$ cat config.mk
export PLATFORM = sky130hd
export DESIGN_NAME = mul_issue_ctrl
export DESIGN_NICKNAME = d
export VERILOG_FILES = /design/src/rtl/mul_issue_ctrl.sv
export SDC_FILE = /design/constraint.sdc
export NUM_CORES = 1
export LEC_CHECK = 0
export CAP_MARGIN = 20
export CORE_AREA = 4 4 181 183
export CTS_BUF_LIST = sky130_fd_sc_hd__clkbuf_4
export DETAILED_ROUTE_END_ITERATION = 6
export DIE_AREA = 0 0 185 187
export PLACE_DENSITY_LB_ADDON = 0.2
export SLEW_MARGIN = 25
export SYNTH_ARGS = -nofsm -noshare
export SYNTH_HDL_FRONTEND = slang
export SYNTH_SLANG_ARGS = --single-unit
$ cat constraint.sdc
create_clock -name clock -period 3.9 [get_ports clock]
set_input_delay 0.78 -clock clock [delete_from_list [all_inputs] [get_ports clock]]
set_output_delay 0.78 -clock clock [all_outputs]
set_load 0.01 [all_outputs]
$ cat src/rtl/mul_issue_ctrl.sv
// Execute-stage front end for the radix-4 Booth multiplier: latches one RV64M
// multiply op, issues it, captures the result pulse and holds the rd value until accepted.
module mul_issue_ctrl #(
  parameter int unsigned XLEN        = 64,
  parameter bit          ZERO_BYPASS = 1'b1
) (
  input  logic            clock,
  input  logic            reset,
  input  logic            in_valid,
  output logic            in_ready,
  input  logic [2:0]      in_op,
  input  logic [XLEN-1:0] in_src1,
  input  logic [XLEN-1:0] in_src2,
  input  logic            flush,
  output logic            out_valid,
  input  logic            out_ready,
  output logic [XLEN-1:0] out_data,
  output logic            mul_req_valid,
  input  logic            mul_req_ready,
  output logic            mul_flush,
  output logic            mul_mulw,
  output logic [1:0]      mul_signed,
  output logic [XLEN-1:0] mul_multiplicand,
  output logic [XLEN-1:0] mul_multiplier,
  input  logic            mul_resp_valid,
  input  logic [XLEN-1:0] mul_result_hi,
  input  logic [XLEN-1:0] mul_result_lo
);

  localparam int unsigned HW = 32;
  localparam logic [2:0] OP_MUL    = 3'd0;
  localparam logic [2:0] OP_MULH   = 3'd1;
  localparam logic [2:0] OP_MULHSU = 3'd2;
  localparam logic [2:0] OP_MULHU  = 3'd3;
  localparam logic [2:0] OP_MULW   = 3'd4;

  typedef enum logic [2:0] {IDLE, ISSUE, WAIT, DONE, DRAIN} state_t;

  state_t          state_q, state_d;
  logic [2:0]      op_q, op_d;
  logic [XLEN-1:0] mcand_q, mcand_d, mplier_q, mplier_d, data_q, data_d;
  logic [1:0]      sign_q, sign_d;
  logic            mulw_q, mulw_d, mflush_q, mflush_d;

  logic [2:0]      in_op_n;
  logic            in_mulw, in_zero;
  logic [1:0]      in_sign;
  logic [XLEN-1:0] eff1, eff2, res_sel;

  // Incoming op decode: reserved encodings run as MUL, MULW narrows both sources.
  always_comb begin
    in_op_n = (in_op > OP_MULW) ? OP_MUL : in_op;
    in_mulw = (in_op_n == OP_MULW);
    eff1    = in_mulw ? {{(XLEN-HW){in_src1[HW-1]}}, in_src1[HW-1:0]} : in_src1;
    eff2    = in_mulw ? {{(XLEN-HW){in_src2[HW-1]}}, in_src2[HW-1:0]} : in_src2;
    in_zero = ZERO_BYPASS && ((eff1 == '0) || (eff2 == '0));
    case (in_op_n)
      OP_MULHSU: in_sign = 2'b10;
      OP_MULHU:  in_sign = 2'b00;
      default:   in_sign = 2'b11;
    endcase
  end

  // Architectural result selection from the product halves.
  always_comb begin
    case (op_q)
      OP_MULH, OP_MULHSU, OP_MULHU: res_sel = mul_result_hi;
      OP_MULW: res_sel = {{(XLEN-HW){mul_result_lo[HW-1]}}, mul_result_lo[HW-1:0]};
      default: res_sel = mul_result_lo;
    endcase
  end

  // Next state and next register values; flush takes priority in every state.
  always_comb begin
    state_d  = state_q;
    op_d     = op_q;
    mcand_d  = mcand_q;
    mplier_d = mplier_q;
    sign_d   = sign_q;
    mulw_d   = mulw_q;
    data_d   = data_q;
    mflush_d = 1'b0;
    case (state_q)
      IDLE: begin
        if (!flush && in_valid) begin
          op_d     = in_op_n;
          mcand_d  = eff1;
          mplier_d = eff2;
          sign_d   = in_sign;
          mulw_d   = in_mulw;
          if (in_zero) begin
            data_d  = '0;
            state_d = DONE;
          end else begin
            state_d = ISSUE;
          end
        end
      end
      ISSUE: begin
        if (mul_req_ready) begin
          state_d  = flush ? DRAIN : WAIT;
          mflush_d = flush;
        end else if (flush) begin
          state_d = IDLE;
        end
      end
      WAIT: begin
        if (flush) begin
          state_d  = DRAIN;
          mflush_d = 1'b1;
        end else if (mul_resp_valid) begin
          data_d  = res_sel;
          state_d = DONE;
        end
      end
      DONE:    if (flush || out_ready) state_d = IDLE;
      DRAIN:   if (mul_resp_valid) state_d = IDLE;
      default: state_d = IDLE;
    endcase
  end

  always_ff @(posedge clock) begin
    if (reset) begin
      state_q  <= IDLE;
      op_q     <= '0;
      mcand_q  <= '0;
      mplier_q <= '0;
      sign_q   <= '0;
      mulw_q   <= 1'b0;
      data_q   <= '0;
      mflush_q <= 1'b0;
    end else begin
      state_q  <= state_d;
      op_q     <= op_d;
      mcand_q  <= mcand_d;
      mplier_q <= mplier_d;
      sign_q   <= sign_d;
      mulw_q   <= mulw_d;
      data_q   <= data_d;
      mflush_q <= mflush_d;
    end
  end

  assign in_ready         = (state_q == IDLE);
  assign mul_req_valid    = (state_q == ISSUE);
  assign out_valid        = (state_q == DONE);
  assign out_data         = data_q;
  assign mul_flush        = mflush_q;
  assign mul_mulw         = mulw_q;
  assign mul_signed       = sign_q;
  assign mul_multiplicand = mcand_q;
  assign mul_multiplier   = mplier_q;

endmodule

==> results of run 1 <==
==> cell usage in the layout, fill, tap and decap left out, types with 4 or more instances in the layout <==
cell type,count
clkdlybuf4s50_1,463
dfxtp_1,202
a21oi_1,149
nand2_1,140
clkbuf_4,85
nor2_1,81
nor3_1,65
o2bb2ai_2,40
mux2i_1,33
nor4_1,32
a221oi_1,32
o2bb2ai_1,17
buf_4,16
nand3_1,10
clkinv_1,7
o21ai_0,5
nand4_1,4
buf_12,4
==> synthesized netlist by cell type <==
library cell,count
a21o_1,1
a21oi_1,149
a21oi_2,1
a221oi_1,32
a311oi_1,1
a41oi_1,1
and3_1,2
and3b_1,2
and4_1,3
buf_1,4
buf_2,14
buf_6,1
buf_8,4
clkbuf_1,60
dfxtp_1,202
mux2i_1,33
nand2_1,140
nand2b_1,1
nand3_1,10
nand3b_1,1
nand4_1,4
nand4b_2,1
nor2_1,81
nor2_2,1
nor2b_1,3
nor3_1,65
nor3_2,1
nor3b_1,2
nor4_1,32
o211a_1,1
o211ai_1,1
o21ai_0,5
o22a_1,1
o22ai_2,1
o2bb2ai_1,17
o2bb2ai_2,40
o32a_1,1
o41ai_1,1
or2_2,2
or3_1,1
or3b_1,1
or4_1,1
xor2_1,1
==> power by group through the flow <==
stage | clock network (mW) | logic [mW] | registers [mW]
floorplan | 0 | 0.285 | 2.27
global placement | 0 | 0.881 | 2.23
detailed placement | 0 | 0.876 | 2.24
CTS | 2.04 | 0.881 | 2.19
global route | 2.16 | 0.942 | 2.20
finish | 1.95 | 0.872 | 2.19
==> critical path, delay by kind of cell (launching register included) <==
kind,cells,cell delay [ps]
buffers and inverters,1,560
flip-flops,1,660
AND/OR/NAND/NOR,1,240
==> registers in the layout (all words and copies together), names as in the netlist <==
signal,flops
mul_mulw,1
mul_flush,1
op_q,3
mul_multiplier,64
state_q,3
mul_signed,2
out_data,64
mul_multiplicand,64
==> kinds of logic after synthesis <==
logic type / synth area share, %
AOI/OAI and AO/OA: 22.9
xor gates and xnor gates: 0.106
buffers and inverters: 4.62
DFF: 49.0
muxes: 4.00
and+or+nand+nor: 19.4
==> final cells by class <==
type,instances,share of cell area [%]
timing repair buffer,483,34.6
sequential,202,29.0
multi-input combinational,641,27.6
clock buffer,85,4.57
tap,402,3.60
clock inverter,12,0.582
antenna,3,0.0537
==> worst paths after layout <==
path | from | end | depth (start not counted)
worst min register to register | mul_multiplier[0] | mul_multiplier[0] | 2
worst min-delay path | reset | out_data[14] | 2
worst max register to register | op_q[1] | out_data[22] | 5
worst max-delay path | state_q[1] | out_valid | 2
==> per-layer routing <==
metal	GRT usage [%]	share of wire (%)	up-vias	wire length, um
li1	-	-	4301	-
met1	21.2	38	3968	13400
met2	32.4	49	386	17100
met3	7.80	11	63	3780
met5	0	0.037	-	13
met4	6.35	2.6	2	899
==> per-stage QoR <==
stage,utilization [%],cells,setup WS [ps],hold WS [ps]
after floorplan,-,926,1590,432
after global placement,42.4,1728,540,441
after detailed placement,42.4,1728,473,446
after CTS,44.7,1825,900,331
final,44.7,1828,1010,422
after global routing,44.7,1828,811,332
==> metrics.cfg, run 1 <==
[detailed_routing]
detail_route.vias_per_cell=4.77
wirelength_per_cell_um=19.2
routed-via-count=8720
drt_first_pass_iters=5
aggregate_routed_wire_length_mm=35.1
drc_errors=0
detail-route-antenna-nets=0
first_iter_violations=336

[worst_hold_path]
hold_path_class=input port to flip-flop

[synthesis]
synth_area_per_cell_um2=8.92
post_synth_num_cell_types=43
postSynthCellCount=926
cell_type_with_the_highest_aggregate_area_in_the_netlist=dfxtp_1
synthesis.area_um2=8260
postSynthNetCount=1192
synth_area_leaders=dfxtp_1 49%, a21oi_1 9.0%, o2bb2ai_2 7.3%, nand2_1 6.4%, mux2i_1 4.0%
postSynthRegisterBits=202
post-synth-top-area-fraction_pct=49.0
seq_area_frac_synth_pct=49.0
yosysWarningCount=0

[job]
max-cap-violations=0

[die]
placeableCoreArea_um2=31200
die_h_um=187
ioPinCount=465
initial_utilization_pct=26.4
die_area_um2=34600
std_cell_rows=65
die-width_um=185

[clock_network]
postCtsResizedCells=0
clock_transition_at_the_registers_of_the_reported_paths_ps=60
root_buf_cell=clkbuf_4
post-cts-setup-buffers=0
total_number_of_clock_tree_sinks=202
clock_tree_from_tritoncts=done
clockBufferDepth=3
tritoncts.num_buffers=58
cts.htree.levels=2
clock_insertion_delay_worst_skew_ps=680
cts_hold_repair.buffers=0

[final_layout]
fillers=3128
layout.cell_area.non_filler_um2=14000
finish.net_count=1652
ff_latch_area_um2=4040
multi_input_area_um2=3860
final_layout_size_suffix_gt1_share_pct=11.2
syn_to_final_growth_pct=69.2

[setup_path]
timing.setup.critical_path_class=flip-flop to output pin
cp_slowest_stage_delay_ps=660
crit_path_cell_trace=and3b_1 > clkdlybuf4s50_1
r2r_slack_ps=1550
cp_max_fo=15
critical_path_arrival_ps=2110
worst_setup_path_start_kind=flip-flop
required_ps=3120
critPathSlowestCell=dfxtp_1
endpoint_kind=output pin

[placed_design]
placement.io_buffers=464
finalWeightedCongestion=0.864
dpl_cell_area_um2=13200
place.detailed.hpwl_mm=26.0

[timing]
period_minus_slack_ps=2890
setup_tns_ps=0
max_freq_mhz=347
setup_viol=0
report.final.hold_viol_count=0
finalClockSkew_ps=35.6
setup_repair_after_global_routing_missed_its_margin=no
maxSlewHeadroom_pct=36.8
final_min_period_over_clock_period_pct=74.0
worstMarginPinSlew_ps=946
drv_slew=0

[global_routing]
grt_antenna_before_repair=4
via_count_of_the_first_global_routing_pass=8753
grt_usage_pct=18.9
largest_net_degree_at_the_start_of_global_routing=135
globalRouteOverflowTotal=0
grt_pass1_wl_mm=51.7

[power]
p_total_mw=5.02
power.clock.fraction_pct=38.9
comb_power_share_pct=17.4
leakage_nw=4.92
cellPowerDensity_nw_per_um2=359
power_dissipated_by_switching_net_loads_mw=1.33
vdd_drop_max_mv=0.204
power_switching_share_pct=26.6
internal_power_mw=3.68
p_seq_share_pct=43.7

[run_status]
status=finished, final reports clean

(Power assumes the default switching activity.)
==> run 2: changes to the inputs <==
--- a/config.mk
+++ b/config.mk
@@ -6,10 +6,10 @@
 export NUM_CORES = 1
 export LEC_CHECK = 0
 export CAP_MARGIN = 20
-export CORE_AREA = 4 4 181 183
+export CORE_AREA = 4 4 177 179
 export CTS_BUF_LIST = sky130_fd_sc_hd__clkbuf_4
 export DETAILED_ROUTE_END_ITERATION = 6
-export DIE_AREA = 0 0 185 187
+export DIE_AREA = 0 0 181 183
 export PLACE_DENSITY_LB_ADDON = 0.2
 export SLEW_MARGIN = 25
 export SYNTH_ARGS = -nofsm -noshare
==> constraint.sdc (replaced) <==
create_clock -name clock -period 2.9 [get_ports clock]
set_input_delay 0.58 -clock clock [delete_from_list [all_inputs] [get_ports clock]]
set_output_delay 0.58 -clock clock [all_outputs]
set_load 0.01 [all_outputs]
==> metrics.cfg, run 2 (synthesis gave the netlist of run 1 again) <==
[run_status]
status=finished, final reports clean

[detailed_routing]
aggregate_routed_wire_length_mm=34.4
drc_errors=0
wl_met1_mm=13.1
routed.top_layer=met4
routed-via-count=8762
drt_first_pass_iters=5
detail-route-antenna-nets=0
met3_length_mm=3.49
detail_route.vias_per_cell=4.78
met2_wirelength_mm=16.8
first_iter_violations=306
wirelength_per_cell_um=18.8

[setup_path]
r2r_slack_ps=900
worst_r2r_path_depth=6
startpoint=state_q[1]
cp_max_fo=15
worst_setup_path_start_kind=flip-flop
crit-reg2reg-launch=state_q[0]
required_ps=2320
timing.setup.critical_path_class=flip-flop to output pin
rr_endpoint=mul_multiplicand[9]
endpoint_kind=output pin
critical_path_arrival_ps=2090

[placed_design]
place.detailed.hpwl_mm=25.9
finalWeightedCongestion=0.849
placement.io_buffers=464
pre_cts_ws_ps=-18.3

[timing]
final_min_period_over_clock_period_pct=92.2
whs_ps=268
maxSlewHeadroom_pct=45.0
period_minus_slack_ps=2670
setup_viol=0
finalClockSkew_ps=36.3
worstMarginPinSlew_ps=825
max_freq_mhz=374
setup_tns_ps=0
setup_ws_ps=227
drv_slew=0
setup_repair_after_global_routing_missed_its_margin=no
report.final.hold_viol_count=0

[worst_hold_path]
worstHoldEndpoint=mul_multiplicand[13]
startpoint_of_the_tightest_hold_check_path=reset
timing.hold.worst_path_depth=2
hold_path_class=input port to flip-flop

[clock_network]
tritoncts.num_buffers=56
cts_hold_repair.buffers=0
total_number_of_clock_tree_sinks=202
postCtsResizedCells=0
clock_insertion_delay_worst_skew_ps=650
clock_tree_from_tritoncts=done
post-cts-setup-buffers=0
clockBufferDepth=3
clock_transition_at_the_registers_of_the_reported_paths_ps=60
cts.htree.levels=2
root_buf_cell=clkbuf_4

[global_routing]
largest_net_degree_at_the_start_of_global_routing=131
grt_pass1_wl_mm=51.7
grt_usage_pct=19.4
globalRouteOverflowTotal=0
via_count_of_the_first_global_routing_pass=8804
grt_antenna_before_repair=2

[final_layout]
syn_to_final_growth_pct=70.6
utilization_pct=47.6
finish.net_count=1663
final_layout_size_suffix_gt1_share_pct=12.0
fillers=2877
mostFrequentLayoutCells=463 x clkdlybuf4s50_1, 202 x dfxtp_1, 149 x a21oi_1
most_frequent_standard_cell_in_the_layout_excluding_fill_and_tap_cells=clkdlybuf4s50_1

[die]
initial_utilization_pct=27.9
placeableCoreArea_um2=29600
std_cell_rows=63
die_area_um2=33100
die-width_um=181
ioPinCount=465
die_h_um=183

[power]
cellPowerDensity_nw_per_um2=473
vdd_drop_max_mv=0.292
leakage_nw=5.00

[job]
max-cap-violations=0

-- run 2: cell count changes in the layout (fill, tap and decap cells not counted), sizes merged --
cell      delta
buf         +13
bufinv       -1
clkbuf       +2
clkinv       +2
clkinvlp     -2
inv          +2
-- run 2: critical path, stage by stage, from the launching register on --
cell             delay (ps)
dfxtp_1                 680
and3b_1                 240
clkdlybuf4s50_1         560
-- run 2: worst max path at each step --
| stage | to | slack (ps) | cells after the start |
|---|---|---|---|
| after global placement | out_data[1] | -50 | 8 |
| final | out_valid | 230 | 2 |
| after CTS | out_valid | 130 | 2 |
| after floorplan | out_data[32] | 790 | 8 |
| after detailed placement | out_data[1] | -20 | 8 |
| after global routing | out_valid | 70 | 2 |
-- run 2: per-stage QoR --
stage               instance area (um2)  instances  total power, mW
CTS                               14100       1829             6.80
global placement                  13400       1729             4.21
detailed placement                13400       1729             4.21
global route                      14100       1831             7.04
floorplan                          8260        926             3.44
finish                            14100       1832             6.66
-- run 2: metal layers --
layer  global-route usage, %  vias to the layer above
met5                       0                        -
met2                    34.0                      386
met4                    6.24                        0
met3                    7.85                       57
met1                    21.7                     3989
li1                        -                     4330
-- run 2: layout make-up --
cell class,count,area (um2),area share (%)
Antenna cell,3,7.51,0.0533
Clock buffer,87,653,4.64
Clock inverter,13,50.0,0.355
Multi-Input combinational cell,641,3860,27.4
Sequential cell,202,4040,28.7
Tap cell,390,488,3.46
Timing Repair Buffer,496,4980,35.4
-- run 2: where the power goes --
| part | leakage (nW) | switching [mW] | internal [mW] |
|---|---|---|---|
| Sequential | 1.65 | 0.0592 | 2.89 |
| Clock | 0.428 | 1.17 | 1.35 |
| Combinational | 2.93 | 0.519 | 0.673 |
